$ cat src/rtl/regfile_pkg.sv
// regfile_pkg: constants and types shared by the register file, ALU and decoder.
//   DEFAULT_WIDTH / DEFAULT_DEPTH : default register width and register count
//   word_t                        : one data word at the default width
//   addr_width()                  : address width for a given depth, at least 1
package regfile_pkg;

    localparam int DEFAULT_WIDTH = 16;
    localparam int DEFAULT_DEPTH = 8;

    typedef logic [DEFAULT_WIDTH-1:0] word_t;

    function automatic int addr_width(input int depth);
        return (depth > 2) ? $clog2(depth) : 1;
    endfunction

endpackage

$ cat src/rtl/regfile_rdport.sv
// regfile_rdport: one combinational read port of the register file.
//   rd_addr            : read address
//   mem, pend          : register contents and pending bits from the top
//   wr_en/addr/data    : current write port, used only for same-cycle forwarding
//   rd_data, busy      : selected word and its pending bit (zero when out of range)
// Forwarding is built only when REGFILE_BYPASS_EN is defined.
module regfile_rdport
    import regfile_pkg::*;
#(
    parameter int WIDTH = DEFAULT_WIDTH,
    parameter int DEPTH = DEFAULT_DEPTH,
    localparam int AW = addr_width(DEPTH)
) (
    input  logic [AW-1:0]    rd_addr,
    input  logic [WIDTH-1:0] mem [DEPTH],
    input  logic [DEPTH-1:0] pend,
    input  logic             wr_en,
    input  logic [AW-1:0]    wr_addr,
    input  logic [WIDTH-1:0] wr_data,
    output logic [WIDTH-1:0] rd_data,
    output logic             busy
);

    logic [WIDTH-1:0] stored;
    logic             pend_bit;

    // An address at or beyond DEPTH matches no entry, so it reads as zero, not busy.
    always_comb begin
        stored   = '0;
        pend_bit = 1'b0;
        for (int i = 0; i < DEPTH; i++) begin
            if (rd_addr == AW'(i)) begin
                stored   = mem[i];
                pend_bit = pend[i];
            end
        end
    end

`ifdef REGFILE_BYPASS_EN
    logic hit;
    assign hit     = wr_en && (32'(wr_addr) < DEPTH) && (wr_addr == rd_addr);
    assign rd_data = hit ? wr_data : stored;
    assign busy    = hit ? 1'b0 : pend_bit;
`else
    logic unused_wr;
    assign unused_wr = ^{wr_en, wr_addr, wr_data};
    assign rd_data   = stored;
    assign busy      = pend_bit;
`endif

endmodule

$ cat src/rtl/register_file.sv
// register_file: DEPTH x WIDTH register file, one write port, two read ports, pending bits.
//   clk, rst (async, active-high)
//   wr_en/wr_addr/wr_data      : writeback port; an out-of-range address raises wr_err next cycle
//   rd_addr_a/b -> rd_data_a/b : combinational reads, busy_a/b give the pending bit
//   lock_en/lock_addr          : mark a register pending until it is written
//   q                          : all registers, register i at q[WIDTH*i +: WIDTH]
// Optional macro REGFILE_BYPASS_EN forwards a same-cycle write to a matching read.
module register_file
    import regfile_pkg::*;
#(
    parameter int WIDTH = DEFAULT_WIDTH,
    parameter int DEPTH = DEFAULT_DEPTH,
    localparam int AW = addr_width(DEPTH)
) (
    input  logic                   clk,
    input  logic                   rst,
    input  logic                   wr_en,
    input  logic [AW-1:0]          wr_addr,
    input  logic [WIDTH-1:0]       wr_data,
    input  logic [AW-1:0]          rd_addr_a,
    input  logic [AW-1:0]          rd_addr_b,
    output logic [WIDTH-1:0]       rd_data_a,
    output logic [WIDTH-1:0]       rd_data_b,
    input  logic                   lock_en,
    input  logic [AW-1:0]          lock_addr,
    output logic                   busy_a,
    output logic                   busy_b,
    output logic [WIDTH*DEPTH-1:0] q,
    output logic                   wr_err
);

    logic [WIDTH-1:0] mem [DEPTH];
    logic [DEPTH-1:0] pend;
    logic             wr_ok;
    logic             lock_ok;

    assign wr_ok   = wr_en && (32'(wr_addr) < DEPTH);
    assign lock_ok = lock_en && (32'(lock_addr) < DEPTH);

    // The lock assignment follows the write-clear so a simultaneous lock leaves the bit set.
    always_ff @(posedge clk or posedge rst) begin
        if (rst) begin
            for (int i = 0; i < DEPTH; i++) mem[i] <= '0;
            pend   <= '0;
            wr_err <= 1'b0;
        end else begin
            for (int i = 0; i < DEPTH; i++) begin
                if (wr_ok && wr_addr == AW'(i)) begin
                    mem[i]  <= wr_data;
                    pend[i] <= 1'b0;
                end
                if (lock_ok && lock_addr == AW'(i)) pend[i] <= 1'b1;
            end
            wr_err <= wr_en && !wr_ok;
        end
    end

    for (genvar g = 0; g < DEPTH; g++) begin : g_q
        assign q[WIDTH*g +: WIDTH] = mem[g];
    end

    regfile_rdport #(.WIDTH(WIDTH), .DEPTH(DEPTH)) u_rd_a (
        .rd_addr (rd_addr_a),
        .mem     (mem),
        .pend    (pend),
        .wr_en   (wr_en),
        .wr_addr (wr_addr),
        .wr_data (wr_data),
        .rd_data (rd_data_a),
        .busy    (busy_a)
    );

    regfile_rdport #(.WIDTH(WIDTH), .DEPTH(DEPTH)) u_rd_b (
        .rd_addr (rd_addr_b),
        .mem     (mem),
        .pend    (pend),
        .wr_en   (wr_en),
        .wr_addr (wr_addr),
        .wr_data (wr_data),
        .rd_data (rd_data_b),
        .busy    (busy_b)
    );

endmodule

$ cat config.mk
export PLATFORM = sky130hd
export DESIGN_NAME = register_file
export DESIGN_NICKNAME = d
export VERILOG_FILES = /design/src/rtl/regfile_pkg.sv /design/src/rtl/regfile_rdport.sv /design/src/rtl/register_file.sv
export SDC_FILE = /design/constraint.sdc
export NUM_CORES = 1
export LEC_CHECK = 0
export ABC_CLOCK_PERIOD_IN_PS = 6000
export BUFFER_PORTS_ARGS = -buffer_cell sky130_fd_sc_hd__buf_4
export CAP_MARGIN = 20
export CORE_ASPECT_RATIO = 0.9
export CORE_UTILIZATION = 58
export DETAILED_ROUTE_END_ITERATION = 6
export GPL_TIMING_DRIVEN = 0
export PLACE_DENSITY = 0.88
export SLEW_MARGIN = 20
export SYNTH_ARGS = -nofsm -noshare
export SYNTH_HDL_FRONTEND = slang
export SYNTH_SLANG_ARGS = --single-unit
$ cat constraint.sdc
create_clock -name clk -period 6 [get_ports clk]
set_input_delay 0.6 -clock clk [delete_from_list [all_inputs] [get_ports clk]]
set_output_delay 0.6 -clock clk [all_outputs]
set_load 0.01 [all_outputs]
== After elaboration in Yosys (flattened, before gate mapping) ==
Index checks and enable logic that the tools add are counted.

* $add $sub $neg: 0
* $mul: 0
* Div/mod/pow operators: 0
* $lt $le $gt $ge: 0
* Equal/unequal tests: 28
* Shifts and indexed selects: 0
* Muxes and demuxes: 48
* Bitwise gates (word level): 0
* Reductions and logical operators: 28

{| class="wikitable"
|+ Operators with widths
! operator !! number
|-
| $mux W16 || 16
|-
| $eq A3 B3 Y1 const B || 16
|-
| $mux W1 || 32
|-
| $eq A3 B2 Y1 const B || 8
|-
| $logic_and A1 B1 Y1 || 16
|-
| $reduce_bool A2 Y1 || 8
|-
| $eq A3 B1 Y1 const B || 4
|-
| $logic_not A3 Y1 || 4
|}

* Register bits after elaboration: 136
* Bits in latches: 0
* Memory bits (writable): 0
* ROM bits: 0
* Logic and storage cells: 120
* Memories kept: 0

== Logic depth before layout (Yosys ltp) ==
Gate-level depths: netlist of run 1.

* Depth after elaboration: 9
* Mapped depth: 6
* Mapped depth without buffers: 3

== Modules after synthesis ==
From an unflattened synthesis of run 1, not the netlist that was laid out.

* Cells, all modules: 560
* Area total of the unflattened synthesis: 7,552.2 sq um

{| class="wikitable"
|+ By module, submodules not included
! module !! instances !! cells an instance !! area an instance (sq um)
|-
| register_file || 1 || 308 || 5,242.5
|-
| regfile_rdport || 2 || 126 || 1,154.9
|}

== Worst setup path after synthesis of run 1 ==
No wires, ideal clock.

* Kind: input to output
* Start point: in rd_addr_b[2]
* End point: out rd_data_b[10]
* Data arrival time: 1,726 ps
* Data required time: 5,400 ps
* Slack: 3,674 ps
* Stages on the path: 5
* Buffers on the path: 2
* Cells stage by stage: buf_6 buf_4 or3b_2 a32o_1 a32oi_1

* Word-level cells in the longest chain between the ends: 9

{| class="wikitable"
|+ Ends and longest elaborated chain
! what !! RTL line !! source
|-
| from (decl) || register_file.sv:21 || <nowiki>input logic [AW-1:0] rd_addr_b,</nowiki>
|-
| $logic_not A3 Y1 || regfile_rdport.sv:32 || <nowiki>if (rd_addr == AW'(i)) begin</nowiki>
|-
| $mux W16 (7 in series) || regfile_rdport.sv:32 ||
|-
| $mux W16 * || regfile_rdport.sv:32 ||
|-
| to (decl) || register_file.sv:23 || <nowiki>output logic [WIDTH-1:0] rd_data_b,</nowiki>
|}

Mark *: on every way between the ends. The rest lies on a longest branch, timed or not.

== Final worst setup path of run 1 ==
* Start point: in rd_addr_a[2]
* End point: out rd_data_a[0]

* Word-level cells in the longest chain between the ends: 9

{| class="wikitable"
|+ Ends and longest elaborated chain
! what !! RTL line !! source
|-
| from (decl) || register_file.sv:20 || <nowiki>input logic [AW-1:0] rd_addr_a,</nowiki>
|-
| $logic_not A3 Y1 || regfile_rdport.sv:32 ||
|-
| $mux W16 (7 in series) || regfile_rdport.sv:32 ||
|-
| $mux W16 * || regfile_rdport.sv:32 ||
|-
| to (decl) || register_file.sv:22 || <nowiki>output logic [WIDTH-1:0] rd_data_a,</nowiki>
|}

Marks and branches as above.

==> flow_summary.yaml, run 1 <==
timing:
  clock_skew_ns: 0
  final.setup.tns_ns: 0
  whs_ns: 0.130
  tightest_slew_ns: 0.833
  fin_ws_ns: 2.87
  final_hold_viol_count: 0
  rsz0062_at_grt: "no"
  min_period_ns: 3.13
  slew_headroom_pct: 44.5
  slew_viol_final: 0
  post-route-period-util_pct: 52.1
  setup_viol: 0
  max_freq_mhz: 320
finish:
  final_cell_mix: "buf_4, mux2_2, dfrtp_1"
  syn2layout_area_growth_pct: 29.2
  final_common_cell: "buf_4"
  n_fill_cell: 808
  nNetsFinal: 827
  drive_gt1_share_pct: 56.5
critical_path:
  reg2reg_from: "q[120]"
  crit_cells: 6
  path_class: "in -> out"
  path_delay_family: "buffers and inverters"
  setup.worst_path.start: "rd_addr_a[2]"
  reg2reg_slack_ns: 5.13
  cp_max_fo: 10
  slowest_stage: "buf_1"
  critPathRequiredTime_ns: 5.40
  end_kind: "output port"
  cp_common_cell: "buf_4"
  r2r_cells: 1
  path_buf_inv: 4
  path_cells: "buf_4, buf_2, buf_1, a22oi_1, o21ai_0, buf_4"
  endpoint: "rd_data_a[0]"
  r2r-end: "q[120]"
  start_kind: "primary input"
  cp.arrival_ns: 2.53
  max_stage_delay_ns: 0.68
synthesis:
  yosysWarnings: 0
  synthCells: 590
  synth_fp_nets: 622
  yosys_most_used_dff: "dfrtp_1"
  synth.distinct_cells: 40
  ys_seq_area_share_pct: 44.6
  synth_top_area_cell: "dfrtp_1"
  synthTopCellsByArea: "dfrtp_1, mux2_2, mux4_2, or3b_2, mux2i_1"
  synth_area_sq_um: 7630
  ys_async_sr_fraction_pct: 100
  synth_area_per_cell_sq_um: 12.9
  synthDominantCellAreaShare_pct: 44.6
  ys_seq_elements: 136
  synth_edf_count: 0
detailed_routing:
  wirelength_um: 26800
  via_per_inst: 7.08
  drtIter0Drc: 1033
  drc: 0
  num_vias: 6882
  drtPass1Iterations: 6
  ant_nets: 0
  wl_per_cell_um: 27.6
floorplanning:
  fp.dieH_um: 111
  start_util_pct: 59.7
  fp.dieArea_sq_um: 13600
  num_rows: 39
  fp.dieW_um: 123
  ioPinCount: 195
  coreArea_sq_um: 12800
clock_network:
  cts_htree_levels: 4
  clock_latency_ns: 0.43
  clockRootBuffer: "clkbuf_16"
  cts.path.max_buffers: 2
  cts.reportedPaths.clkPinSlew_ns: 0.05
  numCtsBuffers: 17
  cts_hold_buf: 0
  clock-sinks: 136
  cts_tree: "built"
  cts_setup_buffers: 0
  cts_resized: 0
outcome:
  status: "completed"
place:
  portBuffers: 185
  place_hpwl_um: 17600
  place_ws_ns: 3.09
  globalplace.congestion: 0.921
power:
  power_w: 0.00360
  p_per_area_nw_per_um2: 365
  p_leak_nw: 4.38
  ir_worst_vdd_v: 0.000257
hold_path:
  hp-class: "in -> async"
global_route:
  grt_usage_pct: 40.8
  antenna_found_initial: 1
  grt_pass1_vias: 6730
  grt_overflow_total: 0
  grt_pass1_wl_um: 40000
  grt_max_degree: 102
run:
  max-cap-violations: 0
## stage by stage
stage | area [sq um] | instances | utilization (%)
2_1_floorplan | 7630 | 590 | -
3_3_place_gp | 9230 | 939 | 72.2
3_5_place_dp | 9260 | 940 | 72.4
4_1_cts | 9860 | 971 | 77.1
5_1_grt | 9860 | 972 | 77.1
6_report | 9860 | 972 | 77.1
## routing by layer
layer,track usage (%),up-vias,routed length (um)
met2,59.7,673,12300
met1,55.2,3379,9720
met4,24.0,0,1370
met5,0,-,0
li1,-,2696,-
met3,9.52,134,3400
## state kept, by name, summed over array words and instances (netlist names)
name and count:
pend 8, q 128
## cell type report
type	count	area (sq um)	share of cell area [%]
antenna	1	2.50	0.0254
tap	164	205	2.08
inverter	6	30.0	0.304
clock buffer	23	478	4.85
buffer	55	329	3.34
multi-input combinational	393	3880	39.3
sequential	136	3400	34.5
timing repair buffer	186	1420	14.4
clock inverter	8	120	1.22
## how the worst min path moves through the flow
stage	end	slack, ns
2_1_floorplan	pend[6]	0.47
3_3_place_gp	pend[6]	0.49
3_5_place_dp	pend[6]	0.50
4_1_cts	q[123]	0.13
5_1_grt	q[123]	0.15
6_report	q[123]	0.13
## synthesized netlist by cell type (2+ instances only)
master / n
nor3b_4: 2
nand2_1: 9
nand4b_2: 3
or3b_2: 22
o22ai_1: 2
o32ai_1: 2
a32o_1: 16
nor3_4: 2
a22oi_1: 24
nand2b_1: 3
dfrtp_1: 136
mux2_2: 153
and2_1: 2
mux2_4: 9
nor2b_1: 17
buf_4: 9
clkbuf_1: 18
a21oi_1: 16
buf_2: 15
a222oi_1: 11
a32oi_1: 16
buf_1: 4
or3b_1: 10
inv_1: 6
o21ai_0: 31
mux2i_1: 18
mux4_2: 15
buf_6: 7
## power breakdown
group | leakage (nW) | switching [W] | internal [W]
logic | 2.46 | 0.000498 | 0.000651
clock network | 0.289 | 0.000388 | 0.000681
registers | 1.63 | 0.000259 | 0.00112
total | 4.38 | 0.00114 | 0.00245
## cells by family (layout without fill, tap and decap cells)
group / count (synthesis) / after routing / synth area share [%]
multiplexers: 195 / 195 / 31.1
buffers and inverters: 61 / 278 / 4.61
AO/OA/AOI/OAI: 122 / 122 / 11.6
AND/OR/NAND/NOR: 75 / 75 / 8.00
flip-flops: 136 / 136 / 44.6
other: 1 / 2 / 0.0491
No activity file was read; power rests on OpenSTA's default activity.
==> run 2: changes to the inputs <==
ABC_CLOCK_PERIOD_IN_PS = 3000   (was 6000)
CORE_UTILIZATION = 54   (was 58)
PLACE_DENSITY = 0.83   (was 0.88)
clock period = 3 ns   (was 6 ns; I/O delays follow)
==> flow_summary.yaml, run 2 (same netlist as run 1, synthesis figures left out) <==
outcome:
  status: "completed"
global_route:
  grt_overflow_total: 0
  grt_pass1_vias: 6592
  antenna_found_initial: 0
  grt_pass1_wl_um: 38600
  grt_max_degree: 38
  grt_usage_pct: 36.4
critical_path:
  critPathRequiredTime_ns: 2.70
  cp_max_fo: 10
  end_kind: "output port"
  cp.arrival_ns: 2.14
  path_class: "in -> out"
  start_kind: "primary input"
finish:
  n_fill_cell: 901
  antenna_cells: 0
  register_area_sq_um: 3400
  syn2layout_area_growth_pct: 29.5
  final_common_cell: "buf_4"
  nNetsFinal: 831
  final_cell_mix: "buf_4, mux2_2, dfrtp_1"
  drive_gt1_share_pct: 56.7
  multi_input_area_sq_um: 3880
  post-route-util_pct: 72.9
  largest_register_ff_count: 128
clock_network:
  cts_resized: 0
  cts.path.max_buffers: 2
  numCtsBuffers: 17
  cts_htree_levels: 4
  clockRootBuffer: "clkbuf_16"
  cts_tree: "built"
  clock_latency_ns: 0.43
  clock-sinks: 136
  cts_setup_buffers: 0
  cts.reportedPaths.clkPinSlew_ns: 0.05
detailed_routing:
  drtIter0Drc: 916
  drc: 0
  ant_nets: 0
  wirelength_um: 26200
  via_per_inst: 6.73
  drtPass1Iterations: 7
  wl_per_cell_um: 26.2
  num_vias: 6728
power:
  comb_power_share_pct: 32.9
  p_int_w: 0.00468
  p_clk_share_pct: 27.4
  power_frac_seq_pct: 39.7
  ir_worst_vdd_v: 0.000437
  p_sw_w: 0.00226
  switching_share_pct: 32.5
  p_per_area_nw_per_um2: 701
  p_leak_nw: 4.38
timing:
  rsz0062_at_grt: "no"
  slew_headroom_pct: 41.7
  min_period_ns: 2.44
  tightest_slew_ns: 0.875
  post-route-period-util_pct: 81.4
  final.setup.tns_ns: 0
  slew_viol_final: 0
  clock_skew_ns: 0
  final_hold_viol_count: 0
  max_freq_mhz: 409
  setup_viol: 0
floorplanning:
  fp.dieArea_sq_um: 14600
  ioPinCount: 195
  fp.dieW_um: 127
  start_util_pct: 56.3
  coreArea_sq_um: 13600
  fp.dieH_um: 115
  num_rows: 40
run:
  max-cap-violations: 0
place:
  place_hpwl_um: 17700
  portBuffers: 185
  globalplace.congestion: 0.901
hold_path:
  hp-class: "in -> reg"
run 2: per-stage QoR:
stage | area (sq um) | cells | hold slack, ns | setup slack [ns] | total power [W]
2_1_floorplan | 7640 | 590 | 0.410 | 1.01 | 0.00380
3_3_place_gp | 9260 | 964 | 0.496 | 0.274 | 0.00489
3_5_place_dp | 9340 | 968 | 0.356 | 0.668 | 0.00499
4_1_cts | 9890 | 1000 | 0.0971 | 0.669 | 0.00689
5_1_grt | 9890 | 1000 | 0.110 | 0.513 | 0.00718
6_report | 9890 | 1000 | 0.102 | 0.557 | 0.00693
run 2: power by group through the flow:
stage                     combinational (W)  clock (W)  sequential [W]
after global placement              0.00218          0         0.00271
after CTS                           0.00227    0.00190         0.00272
after global routing                0.00241    0.00199         0.00278
final                               0.00228    0.00190         0.00275
after floorplan                     0.00104          0         0.00276
after detailed placement            0.00225          0         0.00274
run 2: critical path: stages:
cell and delay, ns:
buf_4 0.11, buf_2 0.24, buf_2 0.28, clkbuf_1 0.53, o21ai_0 0.22, a32oi_1 0.28
buf_4 0.17
run 2: final timing paths:
| kind | from | cells past startpoint | end | slack (ns) |
|---|---|---|---|---|
| setup / recovery | rd_addr_b[1] | 7 | rd_data_b[11] | 0.56 |
| hold / removal | lock_addr[0] | 2 | pend[0] | 0.10 |
| setup reg to reg | q[103] | 1 | q[103] | 2.14 |
| hold reg to reg | pend[6] | 2 | pend[6] | 0.52 |
| max in group asynchronous | rst | 5 | q[51] | 2.08 |
| min in group asynchronous | rst | 4 | q[73] | 0.46 |
run 2: layout make-up:
type	instances	share of cell area, %
buffer	55	3.33
clock buffer	23	4.94
clock inverter	8	0.481
inverter	6	0.266
multi-input combinational	393	39.2
sequential	136	34.4
tap	189	2.39
timing repair buffer	190	15.0
run 2: layer usage:
metal  track usage, %  share of wire, %
met1             47.4                39
met2             55.4                46
met3             11.2                11
met4             18.9               3.9
met5                0                 0
run 2: timing repair:
| action | 4_1_cts | 5_1_grt |
|---|---|---|
| setup endpoints to repair | 0 | 0 |
| hold buffers | 1 | 0 |
| endpoints found under the hold margin | 29 | 0 |
